## config.mk

```make
export PLATFORM = sky130hd
export DESIGN_NAME = id_ex_operand_stage
export DESIGN_NICKNAME = d
export VERILOG_FILES = /design/src/rtl/id_ex_operand_stage.sv
export SDC_FILE = /design/constraint.sdc
export NUM_CORES = 1
export LEC_CHECK = 0
export BUFFER_PORTS_ARGS = -buffer_cell sky130_fd_sc_hd__buf_2
export CAP_MARGIN = 20
export CORE_MARGIN = 3
export CORE_UTILIZATION = 47
export CTS_CLUSTER_SIZE = 12
export DETAILED_ROUTE_END_ITERATION = 8
export GPL_TIMING_DRIVEN = 0
export PLACE_DENSITY_LB_ADDON = 0.1
export SLEW_MARGIN = 20
export SYNTH_ARGS = -nofsm -noshare
export SYNTH_HDL_FRONTEND = slang
export SYNTH_SLANG_ARGS = --single-unit
```

## constraint.sdc

```tcl
create_clock -name clk -period 6.4 [get_ports clk]
set_input_delay 1.92 -clock clk [delete_from_list [all_inputs] [get_ports clk]]
set_output_delay 1.92 -clock clk [all_outputs]
set_load 0.02 [all_outputs]
```

## src/rtl/id_ex_operand_stage.sv

```systemverilog
// id_ex_operand_stage: ID/EX pipeline register with MEM/WB operand forwarding.
// Captures decoded operands and control each cycle. It honours reset, flush and
// stall, in that order of priority. It resolves RAW hazards by selecting forwarded
// results for ALU operand a, operand b and the store data.
// Ports:
//   clk, reset                 - rising-edge clock, synchronous active-high reset
//   stall_e, flush_e           - hold / bubble the E-stage registers
//   *_d                        - decode-stage operands and control
//   rd_m, regwrite_m, aluresult_m - MEM-stage writeback candidate
//   rd_w, regwrite_w, result_w    - WB-stage writeback candidate
//   a, b, alucontrol           - ALU inputs
//   writedata_e, rd_e, regwrite_e, valid_e - values passed downstream
//   forward_a, forward_b       - forwarding selects (00 RF, 10 MEM, 01 WB)
module id_ex_operand_stage #(
    parameter int unsigned XLEN   = 32,
    parameter int unsigned REG_AW = 5,
    parameter int unsigned FWD_EN = 1
) (
    input  logic              clk,
    input  logic              reset,
    input  logic              stall_e,
    input  logic              flush_e,
    input  logic              valid_d,
    input  logic [XLEN-1:0]   rd1_d,
    input  logic [XLEN-1:0]   rd2_d,
    input  logic [XLEN-1:0]   immext_d,
    input  logic [REG_AW-1:0] rs1_d,
    input  logic [REG_AW-1:0] rs2_d,
    input  logic [REG_AW-1:0] rd_d,
    input  logic [2:0]        alucontrol_d,
    input  logic              alusrc_d,
    input  logic              regwrite_d,
    input  logic [REG_AW-1:0] rd_m,
    input  logic              regwrite_m,
    input  logic [XLEN-1:0]   aluresult_m,
    input  logic [REG_AW-1:0] rd_w,
    input  logic              regwrite_w,
    input  logic [XLEN-1:0]   result_w,
    output logic [XLEN-1:0]   a,
    output logic [XLEN-1:0]   b,
    output logic [2:0]        alucontrol,
    output logic [XLEN-1:0]   writedata_e,
    output logic [REG_AW-1:0] rd_e,
    output logic              regwrite_e,
    output logic              valid_e,
    output logic [1:0]        forward_a,
    output logic [1:0]        forward_b
);

    localparam logic [1:0] FWD_RF  = 2'b00;
    localparam logic [1:0] FWD_MEM = 2'b10;
    localparam logic [1:0] FWD_WB  = 2'b01;

    logic              valid_q;
    logic              regwrite_q;
    logic              alusrc_q;
    logic [2:0]        alucontrol_q;
    logic [REG_AW-1:0] rd_q;
    logic [REG_AW-1:0] rs1_q;
    logic [REG_AW-1:0] rs2_q;
    logic [XLEN-1:0]   rd1_q;
    logic [XLEN-1:0]   rd2_q;
    logic [XLEN-1:0]   imm_q;

    logic [1:0]        fwd_a_c;
    logic [1:0]        fwd_b_c;
    logic [XLEN-1:0]   src_a_c;
    logic [XLEN-1:0]   src_b_c;

    // E-stage register set: reset, then flush, then stall, else capture.
    always_ff @(posedge clk) begin
        if (reset || flush_e) begin
            valid_q      <= 1'b0;
            regwrite_q   <= 1'b0;
            alusrc_q     <= 1'b0;
            alucontrol_q <= 3'b000;
            rd_q         <= '0;
            rs1_q        <= '0;
            rs2_q        <= '0;
            rd1_q        <= '0;
            rd2_q        <= '0;
            imm_q        <= '0;
        end else if (!stall_e) begin
            valid_q      <= valid_d;
            regwrite_q   <= regwrite_d;
            alusrc_q     <= alusrc_d;
            alucontrol_q <= alucontrol_d;
            rd_q         <= rd_d;
            rs1_q        <= rs1_d;
            rs2_q        <= rs2_d;
            rd1_q        <= rd1_d;
            rd2_q        <= rd2_d;
            imm_q        <= immext_d;
        end
    end

    // Forward selection: MEM beats WB, x0 is never a source, bubbles never forward.
    always_comb begin
        fwd_a_c = FWD_RF;
        fwd_b_c = FWD_RF;
        if ((FWD_EN != 0) && valid_q) begin
            if (regwrite_m && (rd_m != '0) && (rd_m == rs1_q)) begin
                fwd_a_c = FWD_MEM;
            end else if (regwrite_w && (rd_w != '0) && (rd_w == rs1_q)) begin
                fwd_a_c = FWD_WB;
            end
            if (regwrite_m && (rd_m != '0) && (rd_m == rs2_q)) begin
                fwd_b_c = FWD_MEM;
            end else if (regwrite_w && (rd_w != '0) && (rd_w == rs2_q)) begin
                fwd_b_c = FWD_WB;
            end
        end
    end

    // Operand muxes; these stay live during a stall so forwarding tracks M/W.
    always_comb begin
        src_a_c = rd1_q;
        src_b_c = rd2_q;
        case (fwd_a_c)
            FWD_MEM: src_a_c = aluresult_m;
            FWD_WB:  src_a_c = result_w;
            default: src_a_c = rd1_q;
        endcase
        case (fwd_b_c)
            FWD_MEM: src_b_c = aluresult_m;
            FWD_WB:  src_b_c = result_w;
            default: src_b_c = rd2_q;
        endcase
    end

    // A bubble presents zeros and an add to the ALU.
    assign a           = valid_q ? src_a_c : '0;
    assign writedata_e = valid_q ? src_b_c : '0;
    assign b           = !valid_q ? '0 : (alusrc_q ? imm_q : src_b_c);
    assign alucontrol  = valid_q ? alucontrol_q : 3'b000;
    assign rd_e        = rd_q;
    assign regwrite_e  = regwrite_q & valid_q;
    assign valid_e     = valid_q;
    assign forward_a   = fwd_a_c;
    assign forward_b   = fwd_b_c;

endmodule

```

== Yosys cells after proc, flatten, opt, wreduce, memory -nomap -nowiden ==
Index checks and enable logic that the tools add are counted.
Storage, ports and cells
  output and inout port bits: 110
  bits in registers: 117
  input port bits: 197
  word-level logic and storage cells: 41
Operators by class
  eq/ne operators: 8
  muxes and demuxes: 13
  bitwise operators: 1
  reduce and logical (&&, ||, !) cells: 9
Operator list (number)
  2-to-1 mux 32 bit: 4
  one-hot mux 32 bit (2 select lines): 2
  equality test 5 bit: 4
  nonzero test 5 bit: 2
  2-to-1 mux 2 bit: 4
  logical AND 1 bit: 6
  equality test 2 x 1 -> 1 bit (second input constant): 2
  equality test 2 bit (second input constant): 2
  2-to-1 mux 3 bit: 1
  2-to-1 mux 1 bit: 2
  AND 1 bit: 1
  logical OR 1 bit: 1

== Longest topological paths before layout ==
Gate-level depths: netlist (run 1).
  depth in word-level cells: 10
  mapped depth: 11
  depth with buffers taken out: 9

== Worst setup path before layout (run 1) ==
Ideal clock, no wire load.
  path type: in2out
  start: input rd_m[1]
  end: output b[23]
  arrival: 4.737 ns
  setup slack: -0.257 ns
  stages: 10
  buffers on the path: 2
  required time: 4.480 ns
  path through: or4_1 nor2_2 nor4_1 nor4_1 ha_1 clkbuf_1 clkbuf_1 a221oi_1 a21oi_1 a22o_1
Between the ends
  longest elaborated chain between the ends: 9
  elaborated cells on any way between the ends: 11
Ends and longest elaborated chain
  start: declaration: RTL line 33  | input logic [REG_AW-1:0] rd_m,
  nonzero test 5 bit: RTL line 107  | if (regwrite_m && (rd_m != '0) && (rd_m == rs2_q)) begin
  logical AND 1 bit: RTL line 107
  logical AND 1 bit (*): RTL line 107
  2-to-1 mux 2 bit (*): RTL line 107
  2-to-1 mux 2 bit (*): RTL line 101  | if ((FWD_EN != 0) && valid_q) begin
  via forward_b[0]: RTL line 47  | output logic [1:0] forward_b
  equality test 2 x 1 -> 1 bit or equality test 2 bit (tied branches): RTL line 124  | case (fwd_b_c)
  one-hot mux 32 bit (2 select lines) (*): RTL line 124
  2-to-1 mux 32 bit (*) (2 in series): RTL line 134  | assign b = !valid_q ? '0 : (alusrc_q ? imm_q : src_b_c);
  end: declaration: RTL line 40  | output logic [XLEN-1:0] b,
The timed path passes the listed nets; every way through them passes the cells marked *.

== Worst setup path in the final report (run 1) ==
  start: input rd_m[1]
  end: output b[12]
Between the ends
  longest elaborated chain between the ends: 9
  elaborated cells on any way between the ends: 11
Ends and longest elaborated chain (RTL line)
  nonzero test 5 bit: 107
  logical AND 1 bit: 107
  logical AND 1 bit (*): 107
  2-to-1 mux 2 bit (*): 107
  2-to-1 mux 2 bit (*): 101
  equality test 2 x 1 -> 1 bit or equality test 2 bit (tied branches): 124
  one-hot mux 32 bit (2 select lines) (*): 124
  2-to-1 mux 32 bit (*) (2 in series): 134
Every way passes the cells marked *; elsewhere a longest branch is shown, timed or not.

==> results by stage, run 1 <==
Run status:
- The run finished with clean final reports.

Worst setup path:
- The endpoint required time on the critical path is 4480 ps.
- The startpoint-to-endpoint class of the critical path is in2out.
- STA classifies the critical path startpoint as a primary input.
- Among cell families on the critical path, the largest total delay comes from simple AND/OR/NAND/NOR gates.
- The sort of element at the end of the critical path is an output pin.
- The largest individual stage delay along the critical path comes from the cell sky130_fd_sc_hd__or4_4.
- For the worst flop-to-flop path, the logic depth is 3.
- The startpoint of the worst-slack reg-to-reg timing path is valid_e$_SDFFE_PP0N_.
- The worst register-to-register path ends at valid_e$_SDFFE_PP0N_.
- The flop-to-flop setup slack is 5200 ps.
- Traced cell by cell, the critical path runs through buf_2 -> or4_4 -> nor2_4 -> nor4_2 -> or4_4 -> ha_4 -> clkbuf_8 -> a221oi_1 -> a21oi_1 -> a22o_1 -> buf_2.
- The data arrival time of the critical path is 4470 ps.
- In this design, the stage delay of the slowest critical-path cell is 550 ps.
- The count of buffer and inverter cells on the critical path is 3.
- The worst-path maximum fanout is 10.

Power and ir drop:
- The internal cell power is 1.50 mW.
- The portion of total power attributed to sequential cells is 39.0%.
- The design draws 1.97 mW.
- Dividing total power by cell area gives a power density of 214 mW/mm^2.
- In this run the power spent charging and discharging nets is 0.472 mW.
- The switching share of power is 24.0%.
- In this run the static leakage power is 4.50 nW.
- The worst supply voltage drop on vdd is 0.000176 V.
- In this run, the combinational gates consume 11.3% of the power.
- The clock network accounts for 49.6% of the total power.

Yosys:
- The most used flip-flop cell after synthesis is sky130_fd_sc_hd__dfxtp_1.
- The distinct cell type count after synthesis is 26.
- The post-synthesis async set-or-reset flop share is 0%.
- The number of register bits inferred by synthesis is 117.
- Of the synthesized area, sequential elements account for 36.8%.
- The cell type with the largest total area after synthesis is sky130_fd_sc_hd__dfxtp_1.
- The number of synthesis warnings is 0.
- The share of synthesized area in the top cell type comes to 36.8%.
- The commonest cells after synthesis are sky130_fd_sc_hd__dfxtp_1, sky130_fd_sc_hd__mux2i_1, sky130_fd_sc_hd__nor2_1.
- Sorting the synthesized cells by area gives the leading types as sky130_fd_sc_hd__dfxtp_1, sky130_fd_sc_hd__mux2i_1, sky130_fd_sc_hd__nor2_1.
- Counting flops with a built-in enable in the synthesized netlist gives 0.
- The area of the mapped netlist is 0.00637 mm^2.
- The cell count after synthesis came out at 760.
- The synthesized netlist net count is 961.
- In this run the mean area of a mapped cell was 8.38 um^2.

Placed design:
- The number of buffers inserted by port buffering is 305.
- At the end of routability-driven placement, the weighted congestion stood at 0.926.
- Detailed placement ended at an HPWL of 17.9 mm.
- The post-placement setup slack is -590 ps.
- Once placement completed, the tool counted placed cells totaling 1237.

STA:
- Across all hold checks on the routed design, the worst slack comes to 488 ps.
- In the post-route analysis, the smallest setup slack over all paths is 12.6 ps.
- The count of endpoints failing hold in the final timing report is 0.
- Setup violations remaining at the end of the flow were counted as 0.
- Derived from the worst setup path, the maximum achievable clock frequency is 157 MHz.
- The worst-margin pin slew is 782 ps.
- The worst path in the final design needs a cycle of 6390 ps, including I/O delays and setup.
- The fraction of the cycle the final worst path needs is 99.8%.
- For the final database, setup skew stands at 0 ps.
- Measured against its own limit, the worst slew margin works out to 47.9%.
- Setup repair after global routing could not meet its margin everywhere.
- The number of slew-limit violations in the final report came to 0.

Cells and area:
- The final instance count without filler cells is 1272.
- Compared with the post-synthesis result, the final layout area differs by 44.1%.
- After the last flow step, the layout net total stands at 1286.
- The share of final-layout standard cells stronger than drive strength 1 is 38.3%.

Routing:
- For this block, the initial DRC count from the detailed router was 414.
- Dividing the detail-routed wire length by the instance count gives 18.6 um.
- The number of vias per cell after detailed routing is 5.43.
- The post-detailed-route count of antenna-violating nets is 0.
- For this run, design rule violations remaining after detail routing come to 0.
- The routed wire length is 23.7 mm.
- Detailed routing inserted a total of 6901 vias.
- The first detailed-routing pass took 4 iterations.

Clock tree:
- Clock tree synthesis inserted a total of 17 buffers.
- The clock passes through at most 2 buffers.
- The CTS root buffer is sky130_fd_sc_hd__clkbuf_16.
- In this run, post-CTS hold repair placed 0 buffers.
- The clock reaches the later pin of the worst-skew pair after 430 ps.
- The H-tree level count is 4.
- The clock tree from TritonCTS is done.
- The clock-pin slew reported for the worst setup and hold paths after clock tree synthesis is 50 ps.
- The clock net in this run drives a total of 117 sinks.

Min path:
- In this run the worst hold path is classified as reg2reg.
- The hold path depth is 2.
- For hold timing, the worst endpoint is regwrite_q$_SDFFE_PP0N_.
- The startpoint identified for the worst hold timing path is regwrite_q$_SDFFE_PP0N_.

Flow run:
- The number of maximum-capacitance constraint violations is 0.

Global routing:
- The first global-routing pass estimated 35.3 mm of wire.
- The overall track demand over capacity in global routing is 30.6%.
- The number of antenna violations at the first check in global routing is 3.
- The via count of the first global-routing pass came to 6629.
- In the global route stage, met2 resource usage came out at 51.5%.
- Entering global routing, the biggest net connects 17 pins.
- Global routing consumed, on the met3 layer, 8.02% of the routing resources.
- Global routing finished with a remaining overflow of 0.
- In the global route stage, met1 resource usage came out at 37.6%.
- The busiest metal layer after global routing is met2.

Die:
- The x dimension of the die is 122 um.
- The die span in y is 122 um.
- After floorplanning, the core was sized to cover 0.0129 mm^2.
- The total die area is 0.0150 mm^2.
- The initial core utilization is 49.3%.
- The row count is 41.
- The I/O pin total is 307.
## power by group through the flow
stage	clock network [mW]	registers, mW	logic [mW]
final	0.977	0.768	0.223
after global routing	1.01	0.770	0.244
after CTS	0.978	0.767	0.215
after detailed placement	0	0.783	0.210
after global placement	0	0.782	0.207
after floorplan	0	0.780	0.110
## worst max-delay path by stage
stage,depth (start not counted),to,startpoint,slack [ps]
detailed placement,12,b[16],rd_m[1],-590
CTS,11,b[3],rd_m[1],4
global placement,12,b[16],rd_m[1],-560
floorplan,10,b[23],rd_m[1],20
finish,11,b[12],rd_m[1],10
global route,11,b[4],rd_m[1],-30
## timing repair
| item | in CTS | in global routing |
|---|---|---|
| endpoints found under the hold margin | 0 | 0 |
| resized for setup | 56 | 67 |
| pin swaps | 3 | 5 |
| endpoints found under the setup margin | 96 | 91 |
| buffers inserted | 2 | 1 |
## flip-flops by register name, summed over array words and instances, names as in the netlist
name and flops:
imm_q 32, rd1_q 32, rd2_q 32, rd_e 5, rs1_q 5, rs2_q 5
alucontrol_q 3, alusrc_q 1, regwrite_q 1, valid_e 1
## worst reg2reg max path, delay by kind of cell (launching register included)
| kind | cells | cell delay [ps] |
|---|---|---|
| and+or+nand+nor | 1 | 100 |
| DFF | 1 | 410 |
| muxes | 1 | 150 |
| buffers and inverters | 1 | 480 |
## logic make-up after synthesis
family	count (synthesis)	synth area share, %
mux	117	18.4
flops	117	36.8
compound gates	160	17.6
xor+xnor	20	2.75
fa+ha+maj	4	0.786
simple gates	242	17.7
buf+inv	100	6.03
## layout make-up
type	instances	area, um^2
Tap cell	172	215
Timing Repair Buffer	308	1560
Buffer	66	347
Multi-Input combinational cell	543	4000
Sequential cell	117	2340
Clock buffer	23	478
Clock inverter	8	124
Inverter	32	120
Antenna cell	3	7.51
Fill cell	1112	3740
## cell usage in the layout (no fill, tap or decap), drive strengths merged
cell,count
and2,71
o211ai,1
or2,1
a22o,31
nor2b,1
xnor2,16
nand2,38
diode,3
xor2,4
or4,4
buf,331
inv,32
mux2i,117
clkinvlp,2
dfxtp,117
bufinv,3
clkbuf,66
clkinv,3
nand4,2
ha,4
nor2,118
nor4,4
a221oi,32
a22oi,32
a21oi,32
nand3,3
o21ai,32
## layer usage
metal | part of all wire [%] | up-vias
li1 | - | 3303
met1 | 40 | 3228
met2 | 49 | 317
met3 | 8.1 | 49
met4 | 2.7 | 4
met5 | 0.10 | -
## per-stage QoR
step	TNS, ps	utilization [%]	cell area [um^2]
floorplan	0	-	6380
global placement	-33850	62.9	8130
detailed placement	-36550	62.9	8130
CTS	0	69.2	8940
global route	-295	71.0	9180
finish	0	71.0	9180
(Power assumes the default switching activity.)
==> inputs of run 2 (changes only) <==
--- a/config.mk
+++ b/config.mk
@@ -5,6 +5,7 @@
 export SDC_FILE = /design/constraint.sdc
 export NUM_CORES = 1
 export LEC_CHECK = 0
+export ABC_AREA = 1
 export BUFFER_PORTS_ARGS = -buffer_cell sky130_fd_sc_hd__buf_2
 export CAP_MARGIN = 20
 export CORE_MARGIN = 3
==> results by stage, run 2 <==
Run status:
- The run finished with clean final reports.

Placed design:
- The number of buffers inserted by port buffering is 306.
- The final weighted congestion in routability-driven placement is 0.927.
- The post-DP HPWL is 20.2 mm.

Power and ir drop:
- The portion of total power attributed to sequential cells is 38.5%.
- The power density over cell area is 225 mW/mm^2.
- Across the VDD grid, the largest voltage drop is 0.000176 V.
- The static leakage is 3.99 nW.
- The net switching power is 0.499 mW.
- The internal cell power is 1.49 mW.
- The switching share of power is 25.1%.
- The total power of the final layout is 1.99 mW.
- Combinational cells account for 12.1% of the total power.
- The relative contribution of the clock network to total power is 49.4%.

Clock tree:
- The clock net in this run drives a total of 117 sinks.
- The number of clock buffers added by TritonCTS is 17.
- At the later pin of the worst-skew pair, clock insertion delay measures 420 ps.
- For this design, the CTS-stage hold fixing added 0 buffers.
- The CTS root buffer is sky130_fd_sc_hd__clkbuf_16.
- TritonCTS built the clock tree.
- The clock-pin slew reported for the worst setup and hold paths after clock tree synthesis is 50 ps.
- The clock passes through at most 2 buffers.
- The number of post-CTS setup repair buffers is 0.
- The H-tree level count is 4.

Worst setup path:
- The flop-to-flop setup slack is 5290 ps.
- Tracing the worst setup path back leads to its startpoint at rd_w[4].
- The count of cells along the worst register-to-register path is 3.
- The sort of element at the end of the critical path is an output pin.
- The endpoint required time on the critical path is 4480 ps.
- The most critical setup path has its endpoint at b[20].
- Of all nets on the critical path, the largest fanout is 10.
- The data arrival time of the critical path is 4360 ps.
- The critical path in this run is classified as in2out.
- The worst register-to-register path ends at alusrc_q$_SDFFE_PP0N_.
- The startpoint of the worst-slack reg-to-reg timing path is alusrc_q$_SDFFE_PP0N_.
- The launching element type of the critical path is a primary input.

STA:
- The worst hold slack after final layout is 456 ps.
- The worst setup skew after layout is 0 ps.
- The headroom to the max-slew limit is 60.8%.
- The highest clock frequency the design can meet is 159 MHz.
- Setup repair after global routing left no endpoint under its margin.
- Setup violations remaining at the end of the flow were counted as 0.
- The final critical delay including setup and external delays is 6280 ps.
- Summed over all failing endpoints, the final setup total negative slack is 0 ps.
- The worst-margin pin slew is 588 ps.
- In the finished design, the share of the clock period the worst path needs comes to 98.2%.
- The count of endpoints failing hold in the final timing report is 0.
- The number of slew-limit violations in the final report came to 0.

Yosys:
- The post-synthesis async set-or-reset flop share is 0%.
- The synthesized netlist net count is 1228.
- The most used flip-flop cell after synthesis is sky130_fd_sc_hd__dfxtp_1.
- The fraction of synthesized cell area taken by the top area cell type is 36.1%.
- The number of synthesized flops with an enable pin is 0.
- The most common cell in the netlist is sky130_fd_sc_hd__nand2_1.
- The cell type with the largest total area after synthesis is sky130_fd_sc_hd__dfxtp_1.
- The area of the mapped netlist is 0.00649 mm^2.
- The post-synthesis area per instance is 6.32 um^2.
- Counting flops and latches in the post-synthesis netlist gives 117.
- Sorting the synthesized cells by area gives the leading types as sky130_fd_sc_hd__dfxtp_1, sky130_fd_sc_hd__nand2_1, sky130_fd_sc_hd__a21oi_1.
- The distinct cell type count after synthesis is 20.
- The number of synthesis warnings is 0.
- After synthesis, the most frequently instantiated cells are sky130_fd_sc_hd__nand2_1, sky130_fd_sc_hd__a21oi_1, sky130_fd_sc_hd__dfxtp_1.
- Synthesis handed over a netlist of 1027 instances.
- Summing the sequential cell areas from Yosys gives 36.1% of the chip area.

Cells and area:
- The top cell types in the final layout, fill and taps aside, are sky130_fd_sc_hd__nand2_1, sky130_fd_sc_hd__buf_2, sky130_fd_sc_hd__a21oi_1.
- The filler cells instantiated in the layout total 1330.
- The layout-stage area growth over the synthesis result is 36.3%.
- In the final layout, the registers with the most flip-flops are imm_q: 32 flops, rd1_q: 32 flops, rd2_q: 32 flops.
- Leaving out fill and tap cells, the most frequent cell in the layout is sky130_fd_sc_hd__nand2_1.
- The net total in the final layout is 1553.
- The share of final-layout standard cells stronger than drive strength 1 is 30.0%.

Global routing:
- The leftover overflow at the end of global routing is 0.
- The global-route wire length before repair is 38.4 mm.
- The via count of the first global-routing pass was 7442.
- Entering global routing, the biggest net connects 17 pins.
- The number of antenna violations at the first check in global routing came to 4.
- For this run, the total global-route usage over all layers was measured as 32.9%.

Die:
- The total die area is 0.0153 mm^2.
- The initial core utilization is 48.6%.
- The row count is 42.
- The x dimension of the die is 124 um.
- In this run the standard cell core region covers 0.0133 mm^2.
- The I/O pin total is 307.
- Measured along the y axis, the die boundary spans 124 um.

Routing:
- The number of remaining DRC errors is 0.
- The detail route stage leaves a number of antenna-violating nets equal to 0.
- The pre-antenna-repair detailed-routing pass consisted of 5 iterations.
- After detailed routing, the average wire length per cell comes to 17.0 um.
- The detailed router placed 8217 vias in this run.
- The initial detailed-routing violation count is 830.
- The routed design has 26.2 mm of wire.
- After detailed routing, the number of vias per cell comes to 5.33.

Min path:
- In this run the worst hold path is classified as reg2reg.

Flow run:
- The number of maximum-capacitance constraint violations is 0.
[run 2: how the worst min path moves through the flow]
stage                                 from                      to  slack [ps]  depth (start not counted)
detailed placement  rd1_q[16]$_SDFFE_PP0N_  rd1_q[16]$_SDFFE_PP0N_         450                          2
global route        rd2_q[12]$_SDFFE_PP0N_  rd2_q[12]$_SDFFE_PP0N_         470                          2
CTS                 rd1_q[16]$_SDFFE_PP0N_  rd1_q[16]$_SDFFE_PP0N_         460                          2
global placement    rd1_q[16]$_SDFFE_PP0N_  rd1_q[16]$_SDFFE_PP0N_         440                          2
finish              rd1_q[16]$_SDFFE_PP0N_  rd1_q[16]$_SDFFE_PP0N_         460                          2
floorplan           rd1_q[16]$_SDFFE_PP0N_  rd1_q[16]$_SDFFE_PP0N_         430                          2
[run 2: cells by family after synthesis]
kind of cell    synth area share (%)
buf+inv                         8.02
xor+xnor                       0.270
fa+ha+maj                      0.771
compound gates                  26.2
flops                           36.1
simple gates                    28.7
[run 2: metrics by stage]
| stage | setup slack [ps] | instances | cell area, um^2 | utilization (%) |
|---|---|---|---|---|
| after floorplan | 653 | 1027 | 6490 | - |
| after global placement | 151 | 1509 | 8240 | 61.7 |
| after detailed placement | 180 | 1509 | 8240 | 61.7 |
| after CTS | 172 | 1539 | 8840 | 66.2 |
| after global routing | 12.9 | 1542 | 8840 | 66.3 |
| final | 116 | 1542 | 8840 | 66.3 |
[run 2: area by class of cell]
class                      instances  area (um^2)  share of cell area (%)
multi-input combinational        796         3630                    41.0
sequential                       117         2340                    26.5
timing repair buffer             306         1530                    17.3
clock buffer                      20          437                    4.94
buffer                            81          398                    4.50
tap                              176          220                    2.49
clock inverter                    10          158                    1.78
inverter                          33          124                    1.40
antenna                            3         7.51                  0.0849
[run 2: worst max-delay path, cell delays in order]
cell and delay [ps]:
sky130_fd_sc_hd__buf_2 130, sky130_fd_sc_hd__inv_1 70, sky130_fd_sc_hd__nand2_1 60, sky130_fd_sc_hd__nand2_1 90, sky130_fd_sc_hd__nand2_1 60, sky130_fd_sc_hd__nor2_1 140, sky130_fd_sc_hd__nand3_1 90, sky130_fd_sc_hd__nor2_1 230
sky130_fd_sc_hd__ha_1 280, sky130_fd_sc_hd__inv_2 170, sky130_fd_sc_hd__buf_2 280, sky130_fd_sc_hd__nand3_1 180, sky130_fd_sc_hd__o21ai_0 250, sky130_fd_sc_hd__a21oi_1 200, sky130_fd_sc_hd__buf_2 210
[run 2: repair_timing]
action                     CTS  global route
setup endpoints to repair    0             4
gates resized for setup      0             2
hold endpoints to repair     0             0
[run 2: power groups by stage]
stage               logic, mW  clock network (mW)  registers (mW)
floorplan               0.120                   0           0.779
global placement        0.236                   0           0.780
global route            0.264                1.01           0.768
detailed placement      0.236                   0           0.780
finish                  0.241               0.981           0.766
CTS                     0.238               0.974           0.765
[run 2: metal layers]
layer	wire [um]	vias up	track usage (%)
met3	2600	53	8.01
met5	11	-	0
met1	10600	3706	41.8
met2	12400	434	54.7
li1	-	4022	-
met4	629	2	11.4
==> inputs of run 3 (changes only) <==
--- a/config.mk
+++ b/config.mk
@@ -8,6 +8,7 @@
 export ABC_AREA = 1
 export BUFFER_PORTS_ARGS = -buffer_cell sky130_fd_sc_hd__buf_2
 export CAP_MARGIN = 20
+export CORE_ASPECT_RATIO = 1.25
 export CORE_MARGIN = 3
 export CORE_UTILIZATION = 47
 export CTS_CLUSTER_SIZE = 12
==> results by stage, run 3 (same netlist as run 2, synthesis figures left out) <==
Run status:
- The run finished with clean final reports.

STA:
- At the pin with the least slew margin, the transition time is 547 ps.
- Subtracting the final worst setup slack from the clock period gives 6180 ps.
- Setup repair after global routing left no endpoint under its margin.
- For this run, the top clock speed supported by timing is 162 MHz.
- The number of slew-limit violations in the final report is 0.
- Dividing the final minimum period by the clock period gives 96.6%.
- Across the routed clock network, the largest skew measured is 0 ps.
- Setup violations remaining at the end of the flow were counted as 0.
- The count of endpoints failing hold in the final timing report is 0.
- The final sum of negative setup slack is 0 ps.
- The headroom to the max-slew limit is 63.5%.

Global routing:
- The via count of the first global-routing pass is 7495.
- The global-route wire length before repair is 38.7 mm.
- The pin count of the biggest net entering global routing is 17.
- Global routing finished with a remaining overflow of 0.
- Global routing used 32.2% of the available tracks across all layers.
- The number of antenna violations at the first check in global routing is 4.

Die:
- The core area is 0.0134 mm^2.
- Row generation in the floorplan step produced 47 rows.
- The floorplan step set the die width to 111 um.
- The total die area is 0.0153 mm^2.
- The I/O pin total is 307.
- The die span in y is 137 um.
- The initial utilization of the core area, before any placement, comes to 48.4%.

Power and ir drop:
- Dividing total power by cell area gives a power density of 232 mW/mm^2.
- The worst supply voltage drop on vdd is 0.000154 V.
- The static leakage is 4.02 nW.
- The design draws 2.07 mW.

Clock tree:
- Clock tree synthesis selected as its root buffer the cell sky130_fd_sc_hd__clkbuf_16.
- The clock buffer count from CTS is 17.
- After clock tree synthesis, the clock-pin slew on the worst setup and hold paths is 50 ps.
- Post-CTS timing repair inserted 0 buffers for setup.
- The post-cts resize count is 0.
- The number of buffers inserted by hold repair at cts is 0.
- The H-tree level count is 4.
- The largest buffer count on any clock path is 2.
- The number of sinks handled by clock tree synthesis is 117.
- The insertion delay to the later sink of the worst-skew pair is 420 ps.
- The clock tree from TritonCTS is done.

Placed design:
- The HPWL after detailed placement is 20.1 mm.
- Port buffering added 306 buffers.
- The area after detailed placement is 0.00824 mm^2.
- Routability-driven placement finished with a final weighted congestion of 0.947.

Worst setup path:
- The startpoint of the worst-slack reg-to-reg timing path is alusrc_q$_SDFFE_PP0N_.
- The cell occurring most often along the worst timing path is sky130_fd_sc_hd__buf_2.
- By startpoint and endpoint, the worst setup path is classified as in2out.
- The dominant delay contributor by cell family on the critical path is buffers and inverters.
- The endpoint required time on the critical path is 4480 ps.
- Walking the worst path, the cells encountered are buf_2 -> inv_1 -> nor2_1 -> nor3_1 -> nand3_1 -> nor2_1 -> ha_1 -> inv_2 -> buf_2 -> nand3_1 -> o21ai_0 -> a21oi_1 -> buf_2.
- The source of the critical timing path is rd_w[3].
- The worst stage delay on the critical path is 290 ps.
- The worst setup path is captured at an output pin.
- Of all nets on the critical path, the largest fanout is 10.
- The data arrival time of the critical path is 4260 ps.
- The largest individual stage delay along the critical path comes from the cell sky130_fd_sc_hd__buf_2.
- The count of buffer and inverter cells on the critical path is 5.
- The flop-to-flop setup slack is 5340 ps.
- STA classifies the critical path startpoint as a primary input.

Flow run:
- The number of maximum-capacitance constraint violations is 0.

Cells and area:
- The net total in the final layout is 1553.
- Relative to the synthesized area, the layout overhead comes to 37.3%.
- The final cell utilization of the core is 66.4%.
- The library cell used most frequently in the layout, excluding fill and tap cells, is sky130_fd_sc_hd__nand2_1.
- The share of final-layout standard cells stronger than drive strength 1 is 30.3%.
- The finished cells cover 0.00891 mm^2.
- The largest registers in the layout are imm_q: 32 flops, rd1_q: 32 flops, rd2_q: 32 flops.
- In the layout the commonest cells are sky130_fd_sc_hd__nand2_1, sky130_fd_sc_hd__buf_2, sky130_fd_sc_hd__a21oi_1.

Routing:
- The first detailed-routing pass ran for 6 iterations.
- For this block, the routed nets add up to 26.1 mm of wire.
- The post-detailed-route count of antenna-violating nets is 0.
- The initial detailed-routing violation count is 695.
- The number of vias in the routed layout is 8223.
- The number of vias per cell after detailed routing is 5.34.
- The number of remaining DRC errors is 0.
- After detailed routing, the average wire length per cell comes to 16.9 um.

Min path:
- The path class of the lowest-slack min-delay path is reg2reg.
- The launch instance of the worst min-delay path is rd1_q[16]$_SDFFE_PP0N_.
run 3: cell count changes in the layout (fill, tap and decap cells not counted):
cell                         before  now
sky130_fd_sc_hd__clkbuf_2         1    0
sky130_fd_sc_hd__diode_2          3    5
sky130_fd_sc_hd__clkbuf_1        39   37
sky130_fd_sc_hd__clkinv_2         3    1
sky130_fd_sc_hd__clkinvlp_4       3    2
sky130_fd_sc_hd__clkbuf_8         0    5
sky130_fd_sc_hd__inv_6            0    2
sky130_fd_sc_hd__clkinv_4         0    1
run 3: cell type report:
class / count / area, um^2
Tap cell: 171 / 214
Clock inverter: 10 / 166
Multi-Input combinational cell: 796 / 3630
Sequential cell: 117 / 2340
Timing Repair Buffer: 306 / 1530
Buffer: 81 / 397
Inverter: 33 / 124
Antenna cell: 5 / 12.5
Fill cell: 1371 / 4500
Clock buffer: 22 / 494
run 3: per-layer routing:
layer  vias up  GRT usage (%)  part of all wire, %
li1       4024              -                    -
met1      3747           40.1                   40
met2       387           53.8                   48
met3        63           7.07                  8.1
met4         2           14.2                  3.2
met5         -              0                0.050
run 3: report_power, final:
part           total [mW]  internal [mW]  switching, mW
Combinational       0.239         0.0926          0.147
Sequential          0.765          0.753         0.0125
Clock                1.06          0.706          0.358
Total                2.07           1.55          0.518
run 3: worst register-to-register path, delay by kind of cell (launching register included):
kind                   cells  cell delay (ps)
buffers and inverters      2              460
flip-flops                 1              300
AO/OA/AOI/OAI              1              170
run 3: path summary, 6_finish.rpt:
kind / to / cells past startpoint
max: b[17] / 13
min reg2reg: rd1_q[16]$_SDFFE_PP0N_ / 2
min: rd1_q[16]$_SDFFE_PP0N_ / 2
max reg2reg: alusrc_q$_SDFFE_PP0N_ / 3
run 3: per-stage QoR:
stage	worst slack [ps]	hold slack (ps)	std cells
2_1_floorplan	653	431	1027
3_3_place_gp	197	441	1504
3_5_place_dp	272	447	1504
4_1_cts	260	455	1536
5_1_grt	49.2	474	1539
6_report	218	460	1541
